===== src/rtl/vga_pkg.sv =====
`default_nettype none
// ============================================================================
// Module      : vga_pkg
// Description : Default 640x480@60 timing constants and sizing helpers shared
//               by the VGA raster timing generator.
// Revision    : 1.0 - initial release
// ============================================================================
package vga_pkg;

    localparam int c_h_active = 640;
    localparam int c_h_fp     = 16;
    localparam int c_h_sync   = 96;
    localparam int c_h_bp     = 48;
    localparam int c_v_active = 480;
    localparam int c_v_fp     = 10;
    localparam int c_v_sync   = 2;
    localparam int c_v_bp     = 33;

    // Undelayed raster flags, all active-high before polarity is applied
    typedef struct packed {
        logic hs;
        logic vs;
        logic blank_n;
    } vga_sync_t;

    function automatic int calc_total(input int active, input int fp,
                                      input int sync, input int bp);
        return active + fp + sync + bp;
    endfunction

    function automatic int calc_aw(input int h_active, input int v_active,
                                   input int scale);
        int depth;
        depth = (h_active / scale) * (v_active / scale);
        return (depth > 2) ? $clog2(depth) : 1;
    endfunction

endpackage
`default_nettype wire


===== src/rtl/vga_delay_line.sv =====
`default_nettype none
// ============================================================================
// Module      : vga_delay_line
// Description : Enable-gated shift register aligning sync/blank flags with the
//               video RAM read latency; DEPTH of 0 is a plain wire.
// Revision    : 1.0 - initial release
// ============================================================================
module vga_delay_line #(
    parameter int               WIDTH   = 3,
    parameter int               DEPTH   = 2,
    parameter logic [WIDTH-1:0] RST_VAL = '0
) (
    input  logic             clk,
    input  logic             rst,
    input  logic             en,
    input  logic [WIDTH-1:0] din,
    output logic [WIDTH-1:0] dout
);

    generate
        if (DEPTH == 0) begin : g_bypass
            logic w_unused_ctrl;
            assign w_unused_ctrl = ^{clk, rst, en};
            assign dout          = din;
        end else begin : g_pipe
            logic [WIDTH-1:0] r_stage [DEPTH];

            always_ff @(posedge clk) begin
                if (rst) begin
                    for (int i = 0; i < DEPTH; i++) begin
                        r_stage[i] <= RST_VAL;
                    end
                end else if (en) begin
                    r_stage[0] <= din;
                    for (int i = 1; i < DEPTH; i++) begin
                        r_stage[i] <= r_stage[i-1];
                    end
                end
            end

            assign dout = r_stage[DEPTH-1];
        end
    endgenerate

endmodule
`default_nettype wire


===== src/rtl/vga_timing_gen.sv =====
`default_nettype none
// ============================================================================
// Module      : vga_timing_gen
// Description : Parametrised VGA raster timing generator with clock-enable
//               pixel divider, scaled framebuffer addressing and delayed sync.
// Revision    : 1.0 - initial release
// ============================================================================
module vga_timing_gen
    import vga_pkg::*;
#(
    parameter int H_ACTIVE = c_h_active,
    parameter int H_FP     = c_h_fp,
    parameter int H_SYNC   = c_h_sync,
    parameter int H_BP     = c_h_bp,
    parameter int V_ACTIVE = c_v_active,
    parameter int V_FP     = c_v_fp,
    parameter int V_SYNC   = c_v_sync,
    parameter int V_BP     = c_v_bp,
    parameter bit HS_POL   = 1'b0,
    parameter bit VS_POL   = 1'b0,
    parameter int CLK_DIV  = 2,
    parameter int SCALE    = 2,
    parameter int PIPE     = 2,
    parameter int CW       = 10,
    parameter int AW       = calc_aw(H_ACTIVE, V_ACTIVE, SCALE)
) (
    input  logic          CLOCK_50,
    input  logic          resetn,
    output logic          pix_ce,
    output logic [CW-1:0] h_count,
    output logic [CW-1:0] v_count,
    output logic          active,
    output logic [CW-1:0] fb_x,
    output logic [CW-1:0] fb_y,
    output logic [AW-1:0] fb_addr,
    output logic          line_start,
    output logic          frame_start,
    output logic          VGA_HS,
    output logic          VGA_VS,
    output logic          VGA_BLANK_N,
    output logic          VGA_SYNC_N,
    output logic          VGA_CLK
);

    localparam int c_h_total = calc_total(H_ACTIVE, H_FP, H_SYNC, H_BP);
    localparam int c_v_total = calc_total(V_ACTIVE, V_FP, V_SYNC, V_BP);
    localparam int c_div_w   = $clog2(CLK_DIV);
    localparam int c_sub_w   = (SCALE > 1) ? $clog2(SCALE) : 1;

    localparam logic [c_div_w-1:0] c_div_last   = c_div_w'(CLK_DIV - 1);
    localparam logic [c_div_w-1:0] c_div_half   = c_div_w'(CLK_DIV / 2);
    localparam logic [CW-1:0]      c_h_last     = CW'(c_h_total - 1);
    localparam logic [CW-1:0]      c_v_last     = CW'(c_v_total - 1);
    localparam logic [CW-1:0]      c_h_act      = CW'(H_ACTIVE);
    localparam logic [CW-1:0]      c_v_act      = CW'(V_ACTIVE);
    localparam logic [CW-1:0]      c_v_act_last = CW'(V_ACTIVE - 1);
    localparam logic [CW-1:0]      c_hs_start   = CW'(H_ACTIVE + H_FP);
    localparam logic [CW-1:0]      c_hs_end     = CW'(H_ACTIVE + H_FP + H_SYNC);
    localparam logic [CW-1:0]      c_vs_start   = CW'(V_ACTIVE + V_FP);
    localparam logic [CW-1:0]      c_vs_end     = CW'(V_ACTIVE + V_FP + V_SYNC);
    localparam logic [c_sub_w-1:0] c_sub_last   = c_sub_w'(SCALE - 1);
    localparam logic [AW-1:0]      c_row_step   = AW'(H_ACTIVE / SCALE);

    logic [c_div_w-1:0] r_div_cnt;
    logic [CW-1:0]      r_h;
    logic [CW-1:0]      r_v;
    logic [c_sub_w-1:0] r_x_sub;
    logic [CW-1:0]      r_x_cnt;
    logic [c_sub_w-1:0] r_y_sub;
    logic [CW-1:0]      r_fb_x;
    logic [CW-1:0]      r_fb_y;
    logic [AW-1:0]      r_line_base;
    logic [AW-1:0]      r_fb_addr;
    logic               r_line_start;
    logic               r_frame_start;

    logic               w_pix_ce;
    logic               w_h_wrap;
    logic               w_v_wrap;
    logic [CW-1:0]      w_h_nxt;
    logic [CW-1:0]      w_v_nxt;
    logic [c_sub_w-1:0] w_x_sub_nxt;
    logic [CW-1:0]      w_x_nxt;
    logic [c_sub_w-1:0] w_y_sub_nxt;
    logic [CW-1:0]      w_fb_y_nxt;
    logic [AW-1:0]      w_lb_nxt;
    logic               w_act_nxt;
    vga_sync_t          w_raw;
    vga_sync_t          w_dly;

    assign w_pix_ce = (r_div_cnt == c_div_last);
    assign w_h_wrap = (r_h == c_h_last);
    assign w_v_wrap = w_h_wrap && (r_v == c_v_last);

    // Next raster position and incremental framebuffer coordinates
    always_comb begin
        w_h_nxt     = w_h_wrap ? '0 : r_h + 1'b1;
        w_v_nxt     = r_v;
        w_y_sub_nxt = r_y_sub;
        w_fb_y_nxt  = r_fb_y;
        w_lb_nxt    = r_line_base;
        w_x_sub_nxt = '0;
        w_x_nxt     = '0;

        if (w_v_wrap) begin
            w_v_nxt     = '0;
            w_y_sub_nxt = '0;
            w_fb_y_nxt  = '0;
            w_lb_nxt    = '0;
        end else if (w_h_wrap) begin
            w_v_nxt = r_v + 1'b1;
            if (r_y_sub == c_sub_last) begin
                w_y_sub_nxt = '0;
                w_fb_y_nxt  = r_fb_y + 1'b1;
                // The base stays on the last visible row through vertical blanking
                if (r_v < c_v_act_last) begin
                    w_lb_nxt = r_line_base + c_row_step;
                end
            end else begin
                w_y_sub_nxt = r_y_sub + 1'b1;
            end
        end

        if ((w_h_nxt != '0) && (w_h_nxt < c_h_act)) begin
            if (r_x_sub == c_sub_last) begin
                w_x_sub_nxt = '0;
                w_x_nxt     = r_x_cnt + 1'b1;
            end else begin
                w_x_sub_nxt = r_x_sub + 1'b1;
                w_x_nxt     = r_x_cnt;
            end
        end

        w_act_nxt = (w_h_nxt < c_h_act) && (w_v_nxt < c_v_act);
    end

    always_ff @(posedge CLOCK_50) begin
        if (resetn) begin
            r_div_cnt     <= '0;
            r_h           <= '0;
            r_v           <= '0;
            r_x_sub       <= '0;
            r_x_cnt       <= '0;
            r_y_sub       <= '0;
            r_fb_x        <= '0;
            r_fb_y        <= '0;
            r_line_base   <= '0;
            r_fb_addr     <= '0;
            r_line_start  <= 1'b0;
            r_frame_start <= 1'b0;
        end else begin
            r_div_cnt     <= w_pix_ce ? '0 : r_div_cnt + 1'b1;
            r_line_start  <= w_pix_ce && w_h_wrap;
            r_frame_start <= w_pix_ce && w_v_wrap;
            if (w_pix_ce) begin
                r_h         <= w_h_nxt;
                r_v         <= w_v_nxt;
                r_x_sub     <= w_x_sub_nxt;
                r_x_cnt     <= w_x_nxt;
                r_y_sub     <= w_y_sub_nxt;
                r_fb_y      <= w_fb_y_nxt;
                r_line_base <= w_lb_nxt;
                r_fb_x      <= w_act_nxt ? w_x_nxt : '0;
                r_fb_addr   <= w_act_nxt ? (w_lb_nxt + AW'(w_x_nxt)) : w_lb_nxt;
            end
        end
    end

    assign w_raw.hs      = (r_h >= c_hs_start) && (r_h < c_hs_end);
    assign w_raw.vs      = (r_v >= c_vs_start) && (r_v < c_vs_end);
    assign w_raw.blank_n = (r_h < c_h_act) && (r_v < c_v_act);

    vga_delay_line #(
        .WIDTH   (3),
        .DEPTH   (PIPE),
        .RST_VAL (3'b000)
    ) u_sync_dly (
        .clk  (CLOCK_50),
        .rst  (resetn),
        .en   (w_pix_ce),
        .din  (w_raw),
        .dout (w_dly)
    );

    assign pix_ce      = w_pix_ce;
    assign h_count     = r_h;
    assign v_count     = r_v;
    assign active      = w_raw.blank_n;
    assign fb_x        = r_fb_x;
    assign fb_y        = r_fb_y;
    assign fb_addr     = r_fb_addr;
    assign line_start  = r_line_start;
    assign frame_start = r_frame_start;
    assign VGA_HS      = w_dly.hs ^ ~HS_POL;
    assign VGA_VS      = w_dly.vs ^ ~VS_POL;
    assign VGA_BLANK_N = w_dly.blank_n;
    assign VGA_SYNC_N  = 1'b0;
    assign VGA_CLK     = (r_div_cnt >= c_div_half);

endmodule
`default_nettype wire


===== config.mk =====
export PLATFORM = sky130hd
export DESIGN_NAME = vga_timing_gen
export DESIGN_NICKNAME = d
export VERILOG_FILES = /design/src/rtl/vga_pkg.sv /design/src/rtl/vga_delay_line.sv /design/src/rtl/vga_timing_gen.sv
export SDC_FILE = /design/constraint.sdc
export NUM_CORES = 1
export LEC_CHECK = 0
export ABC_AREA = 1
export CORE_MARGIN = 4
export CORE_UTILIZATION = 46
export CTS_BUF_LIST = sky130_fd_sc_hd__clkbuf_4 sky130_fd_sc_hd__clkbuf_8
export DETAILED_ROUTE_END_ITERATION = 8
export DONT_BUFFER_PORTS = 1
export SLEW_MARGIN = 20
export SYNTH_ARGS = -nofsm -noshare
export SYNTH_HDL_FRONTEND = slang
export SYNTH_SLANG_ARGS = --single-unit

===== constraint.sdc =====
create_clock -name CLOCK_50 -period 3.1 [get_ports CLOCK_50]
set_input_delay 0.31 -clock CLOCK_50 [delete_from_list [all_inputs] [get_ports CLOCK_50]]
set_output_delay 0.31 -clock CLOCK_50 [all_outputs]
set_load 0.01 [all_outputs]

After elaboration in Yosys (flattened, before gate mapping)

Memory sizes are Yosys's and may differ from the RTL's.
Cells that the tools add are included.

Bits in registers: 89
Memory bits (writable): 6
Output and inout bits: 66
Memories: 1

Memory list:

| memory                    | words | bits a word | read ports | clocked after memory_dff | wr ports | RTL line             | source |
|---|---|---|---|---|---|---|---|
| u_sync_dly.g_pipe.r_stage | 2     | 3           | 2          | 0                        | 2        | vga_delay_line.sv:26 | `logic [WIDTH-1:0] r_stage [DEPTH];` |

Add/sub/neg operators: 9
Magnitude comparators: 10
Equality and inequality tests: 2
Multiplexer cells: 26
Bitwise gates (word level): 4
Reduce and logical (&&, ||, !) cells: 14

Operators by type and width:

| operator                                                                             | number |
|---|---|
| 10-bit two-way mux                                                                   | 9 |
| 17-bit two-way mux                                                                   | 5 |
| 10-bit by 1-bit adder with 10-bit output, second input constant                      | 4 |
| 10-bit by 9-bit < comparator with 1-bit output, second input constant                | 4 |
| 10-bit < comparator, second input constant                                           | 3 |
| 10-bit == test, second input constant                                                | 2 |
| 17-bit by 10-bit adder with 17-bit output                                            | 1 |
| 17-bit by 9-bit adder with 17-bit output, second input constant                      | 1 |
| 10-bit greater-or-equal comparator, second input constant                            | 1 |
| 10-bit by 9-bit greater-or-equal comparator with 1-bit output, second input constant | 1 |
| 1-bit two-way mux                                                                    | 10 |
| 10-bit nonzero test                                                                  | 1 |
| 1-bit logical AND                                                                    | 8 |
| 3-bit two-way mux                                                                    | 2 |
| 2-bit nonzero test                                                                   | 2 |
| 1-bit adder, second input constant                                                   | 3 |
| 3-bit AND reduction                                                                  | 1 |
| 1-bit NOT                                                                            | 2 |
| 1-bit bitwise OR                                                                     | 2 |
| 2-bit AND reduction                                                                  | 1 |
| 2-bit OR reduction                                                                   | 1 |
| 1-bit greater-or-equal comparator, second input constant                             | 1 |

Logic depth before layout (Yosys ltp)

Word-level depth: 7
Gate-level depth with buffers: 24
Gate-level depth less buffers: 24

Modules after synthesis

A second synthesis with hierarchy kept.

Cell total of the unflattened synthesis: 767
Area total of the unflattened synthesis: 5446.5 µm²

By module, submodules not included:

| module         | instances | cells each | area an instance (µm²) |
|---|---|---|---|
| vga_timing_gen | 1         | 743        | 5182.5 |
| vga_delay_line | 1         | 24         | 264.0 |

Worst setup path before layout

Ideal clock, no wire load.

Path type: register -> register
Start point: reg r_h[1], in the netlist h_count[1]
End point: reg r_fb_addr[14], in the netlist fb_addr[14]
Data arrival time: 3.083 ns
Data required time: 2.987 ns
Path slack: -0.096 ns
Cell stages (with the launch flop): 25
Path buffers: 1
Period minus slack after synthesis: 3.196 ns
Path through: dfxtp_1 ha_1 nand3_1 nor2_2 nand2_2 buf_6 o21ai_0 nor2_1 nor3_2 nand4_2 nand2_4 nor3_1 ha_1 a21oi_1 o21ai_0 nand2_1 nand2_1 a31oi_1 inv_1 nand3_1 nor2_2 nand2_1 nand2_1 nand3_1 nand2_1

Cells in the longest elaborated chain, start to end: 7
Elaborated cells on any way between the ends: 16
Those cells by class: add/sub (2); order compare (2); eq/ne (1); mux (7); reduce/logical (4)

RTL lines:

| element                                                                    | RTL line                                   | source |
|---|---|---|
| start: declaration                                                         | vga_timing_gen.sv:65                       | `logic [CW-1:0] r_h;` |
| start signal: assignment                                                   | vga_timing_gen.sv:156                      | `r_h <= w_h_nxt;` |
| 10-bit by 1-bit adder with 10-bit output or 10-bit == test (tied branches) | vga_timing_gen.sv:97, vga_timing_gen.sv:92 |  |
| 10-bit two-way mux (*)                                                     | vga_timing_gen.sv:97                       | `w_h_nxt = w_h_wrap ? '0 : r_h + 1'b1;` |
| 10-bit < comparator or 10-bit nonzero test (tied branches)                 | vga_timing_gen.sv:124                      | `if ((w_h_nxt != '0) && (w_h_nxt < c_h_act)) begin` |
| 1-bit logical AND (*)                                                      | vga_timing_gen.sv:124                      |  |
| 10-bit two-way mux (*)                                                     | vga_timing_gen.sv:124                      |  |
| net w_x_nxt[3]                                                             | vga_timing_gen.sv:83                       | `logic [CW-1:0] w_x_nxt;` |
| 17-bit by 10-bit adder with 17-bit output (*)                              | vga_timing_gen.sv:164                      | `r_fb_addr <= w_act_nxt ? (w_lb_nxt + AW'(w_x_nxt)) : w_lb_nxt;` |
| 17-bit two-way mux (*)                                                     | vga_timing_gen.sv:164                      |  |
| end signal: assignment                                                     | vga_timing_gen.sv:164                      |  |
| end: declaration                                                           | vga_timing_gen.sv:73                       | `logic [AW-1:0] r_fb_addr;` |

Mark *: on every way through the listed nets, which the timed path passes. The rest lies on a longest branch.
A chain may end at the register's enable or synchronous reset.

Final worst setup path

Start point: reg r_h[0], in the netlist h_count[0]
End point: reg r_fb_addr[10], in the netlist fb_addr[10]

Same word-level chain as after synthesis.

==> results <==
- The flow ran to the end, but the final reports show violations.
- The checks that failed: setup timing.
- For this run, asynchronously set or reset flops after synthesis account for 0.
- The worst hold margin is 0.133 ns.
- The compound-cell area share of the yosys netlist is 0.134.
- During synthesis, Yosys emitted a total of 0 warnings.
- Of all cell types, the one taking the most synthesized area is sky130_fd_sc_hd__dfxtp_1.
- The portion of synthesized area spent on multiplexers is 0.
- The detailed router placed 5493 vias in this run.
- The endpoint of the worst-slack reg-to-reg timing path is fb_addr[10].
- The die span in y is 116 um.
- For this run, the slowest stage of the critical path takes 0.37 ns.
- The synthesis-stage register bit count is 95.
- The number of inserted diodes is 0.
- The most repeated cell in the gate-level netlist after synthesis is sky130_fd_sc_hd__nand2_1.
- The post-placement worst setup slack is -0.296 ns.
- After clock tree synthesis, the clock-pin slew on the worst setup and hold paths is 0.10 ns.
- The smallest clock period supported by the final layout is computed as 3.27 ns.
- The largest family of logic cells by synthesized area is simple AND/OR/NAND/NOR gates.
- In this run the deepest clock path goes through 2 buffers.
- The initial antenna violation count is 0.
- The worst path setup slack after routing is -0.169 ns.
- The routed length per instance is 15.5 um.
- The category of the critical setup timing path is register to register.
- Of the total synthesized cell area, the portion taken by full adders, half adders and majority gates is 0.0457.
- The detailed router's first-iteration violation count is 362.
- The number of H-tree levels is 3.
- The number of enable-type register cells in the synthesized netlist is 6.
- The routed wire length is 16200 um.
- The via-per-instance ratio is 5.27.
- The placeable core region is 0.0114 mm^2.
- The required time at the endpoint of the critical path is 3.39 ns.
- At the worst endpoint, the arrival time is 3.56 ns.
- Headroom to the max-slew limit came out at 0.297.
- The clock latency on the worst-skew pair is 0.39 ns.
- The total overflow left after global routing is 0.
- In this run the worst setup path begins at h_count[0].
- The leakage power is 3.14 nW.
- The met1 layer wirelength in the final routing is 7340 um.
- Counting the buffers created by CTS gives 9.
- The clock tree from TritonCTS is built.
- Counting distinct cell types in the post-synthesis netlist gives 46.
- For this run, the total global-route usage over all layers was measured as 0.242.
- The worst setup path is captured at a register.
- The largest net degree at the start of global routing is 37.
- Across all register-to-register paths, the minimum setup slack is -0.17 ns.
- The nature of the critical path startpoint is a register.
- The highest attainable clock frequency is 306 MHz.
- The synthesis-to-finish area growth is 34.5%.
- Of the cells placed in the final design, the portion with a size suffix greater than 1 is 0.308.
- The initial utilization of the core area, before any placement, comes to 0.470.
- Traced cell by cell, the critical path runs through ha_4 > nand3_4 > nor2_4 > buf_4 > a21oi_2 > nor2_2 > nor3_4 > nand4_4 > nand2_4 > nor2_2 > ha_1 > nand2_1 > inv_1 > nor3_2 > nand2_2 > a31oi_4 > inv_2 > buf_4 > nand2_2 > a21oi_1 > o21ai_1 > nand2_1.
- The synthesized area is 0.00536 mm^2.
- The total of max-cap violations is 0.
- Averaged over all synthesized cells, the footprint is 6.91 um^2.
- Setup violations remaining at the end of the flow were counted as 9.
- The number of max-slew violations in the final report was 0.
- After the last flow step, the layout net total stands at 916.
- The detailed-routed wire length on met2 is 7730 um.
- The transition time of the tightest slew-check pin is 1.05 ns.
- The reg-to-reg critical path startpoint is h_count[0].
- The main flop type after synthesis is sky130_fd_sc_hd__dfxtp_1.
- The clock skew is 0.0121 ns.
- The total DRC errors in the routed layout is 0.
- Sorting the synthesized cells by how often they occur yields 179 x sky130_fd_sc_hd__nand2_1, 104 x sky130_fd_sc_hd__inv_1, 89 x sky130_fd_sc_hd__dfxtp_1, 81 x sky130_fd_sc_hd__nor2_1, 59 x sky130_fd_sc_hd__nand3_1.
- The first global-routing pass estimated 25700 um of wire.
- The clock root buffer master is sky130_fd_sc_hd__clkbuf_8.
- Port buffering added 0 buffers.
- The part of the Yosys area used for sequential elements is 0.366.
- The detailed placement HPWL is 11000 um.
- The fraction of the mapped netlist area in simple logic gates is 0.328.
- The worst voltage drop across the vdd grid is 0.263 mV.
- The die covers 0.0135 mm^2.
- On the critical path, the stage with the largest delay is an instance of sky130_fd_sc_hd__dfxtp_4.
- Of the post-synthesis cell area, the dominant cell type holds 0.332.
- The number of instances in the synthesized netlist is 776.
- The number of ports placed on the die boundary is 68.
- The routed length on met3 is 719 um.
- The number of global-route vias before repair is 5304.
- Setup repair after global routing could not meet its margin everywhere.
- The final hold violation count is 0.
- The overall die width is 116 um.
- The number of clock sinks is 95.
- The global placer's final weighted congestion is 0.913.
- In this run the power density over the cells is 319 mW/mm^2.
- The depth of the worst register-to-register path is 22.
- In this run the remaining antenna-violating nets after routing total 0.
- The iteration count of the initial detailed-routing pass is 5.
- Sorting the synthesized cells by area gives the leading types as sky130_fd_sc_hd__dfxtp_1 33%, sky130_fd_sc_hd__nand2_1 13%, sky130_fd_sc_hd__inv_1 7.3%, sky130_fd_sc_hd__nor2_1 5.7%, sky130_fd_sc_hd__nand3_1 5.5%.
- The highest metal layer carrying signal wires in the routed design is met4.
- The share of the synthesized netlist area taken by xor and xnor gates is 0.0245.
- The type of the worst min-delay path is input port to register.
- The critical path ends at fb_addr[10].
- The row count is 39.
- The share of the cycle needed by the critical path after routing is 1.05.
- The peak fanout along the critical path is 5.
- The synthesized net count is 797.
## power by group
| group | internal (mW) | switching [mW] | leakage (nW) | total, mW |
|---|---|---|---|---|
| Sequential | 1.24 | 0.0136 | 0.786 | 1.26 |
| Clock | 0.498 | 0.458 | 0.116 | 0.956 |
| Combinational | 0.0264 | 0.0617 | 2.24 | 0.0881 |
## area by class of cell
type                            count  area, um^2
Multi-Input combinational cell    551        3410
Tap cell                          143         179
Clock inverter                      5        78.8
Fill cell                        1039        4200
Timing Repair Buffer              129        1000
Clock buffer                       11         151
Sequential cell                    95        1980
Inverter                          109         412
## critical path: cells and delay by family (launching register included)
family	cells	cell delay, ns
and+or+nand+nor	12	1.36
AOI/OAI and AO/OA	4	0.51
buffers and inverters	4	0.41
adders and majority gates	2	0.52
DFF	1	0.37
## placed cells by master (no fill, tap or decap), drive strengths merged
cell and instances:
a22oi 1, clkinv 2, nor3 16, inv 109, a21oi 36, xor2 14, xnor2 1, a31oi 3
nor4 2, dfxtp 89, o21ai 55, o21a 1, conb 1, ha 18, a22o 1, fa 1
a211oi 6, nand3 64, o31ai 2, o211ai 5, nand2 193, clkinvlp 1, nand4 16, dlygate4sd3 1
clkbuf 11, and2 1, buf 128, nor2 96, o2111ai 1, or2 1, edfxtp 6, o22ai 16
bufinv 2
## stage by stage
stage	total power [mW]	instances	area [um^2]	TNS, ns	utilization
4_1_cts	2.32	1038	6890	-0.212	0.603
6_report	2.30	1043	7220	-0.780	0.632
3_5_place_dp	1.37	1001	6220	-2.03	0.545
3_3_place_gp	1.37	1001	6220	-0.840	0.545
5_1_grt	2.38	1043	7220	-2.90	0.632
2_1_floorplan	1.34	776	5390	0	-
## what timing repair did
action                                  CTS  global route
pin swaps                                45            51
endpoints found under the hold margin     6             0
cloned                                    1             0
setup buffers                            19             5
resized for setup                        72            64
endpoints found under the setup margin   13            13
hold buffers                              1             0
## flip-flops by register name (all words and copies together), names as in the netlist
| signal | flops |
|---|---|
| fb_x | 10 |
| r_line_base | 17 |
| frame_start | 1 |
| r_y_sub | 1 |
| r_x_sub | 1 |
| line_start | 1 |
| r_x_cnt | 10 |
| fb_y | 10 |
| pix_ce | 1 |
| u_sync_dly.g_pipe.r_stage | 6 |
| v_count | 10 |
| h_count | 10 |
| fb_addr | 17 |
## how the worst min path moves through the flow
stage | startpoint | to | slack, ns | depth (start not counted)
6_report | resetn | fb_y[7] | 0.13 | 3
5_1_grt | resetn | fb_y[7] | 0.14 | 3
4_1_cts | resetn | fb_y[7] | 0.12 | 3
3_5_place_dp | resetn | fb_y[9] | 0.39 | 1
3_3_place_gp | resetn | fb_y[9] | 0.38 | 1
2_1_floorplan | r_line_base[0] | r_line_base[0] | 0.42 | 2
## per-layer routing
| layer | up-vias | track usage |
|---|---|---|
| met4 | 0 | 0.0920 |
| li1 | 2778 | - |
| met2 | 135 | 0.404 |
| met5 | - | 0 |
| met3 | 31 | 0.0397 |
| met1 | 2549 | 0.314 |
## kinds of logic after synthesis
| kind of cell | count (synthesis) |
|---|---|
| AOI/OAI and AO/OA | 127 |
| xor gates and xnor gates | 15 |
| adders and majority gates | 19 |
| buffers and inverters | 131 |
| DFF | 95 |
| other | 1 |
| and+or+nand+nor | 388 |
(Power assumes the default switching activity.)
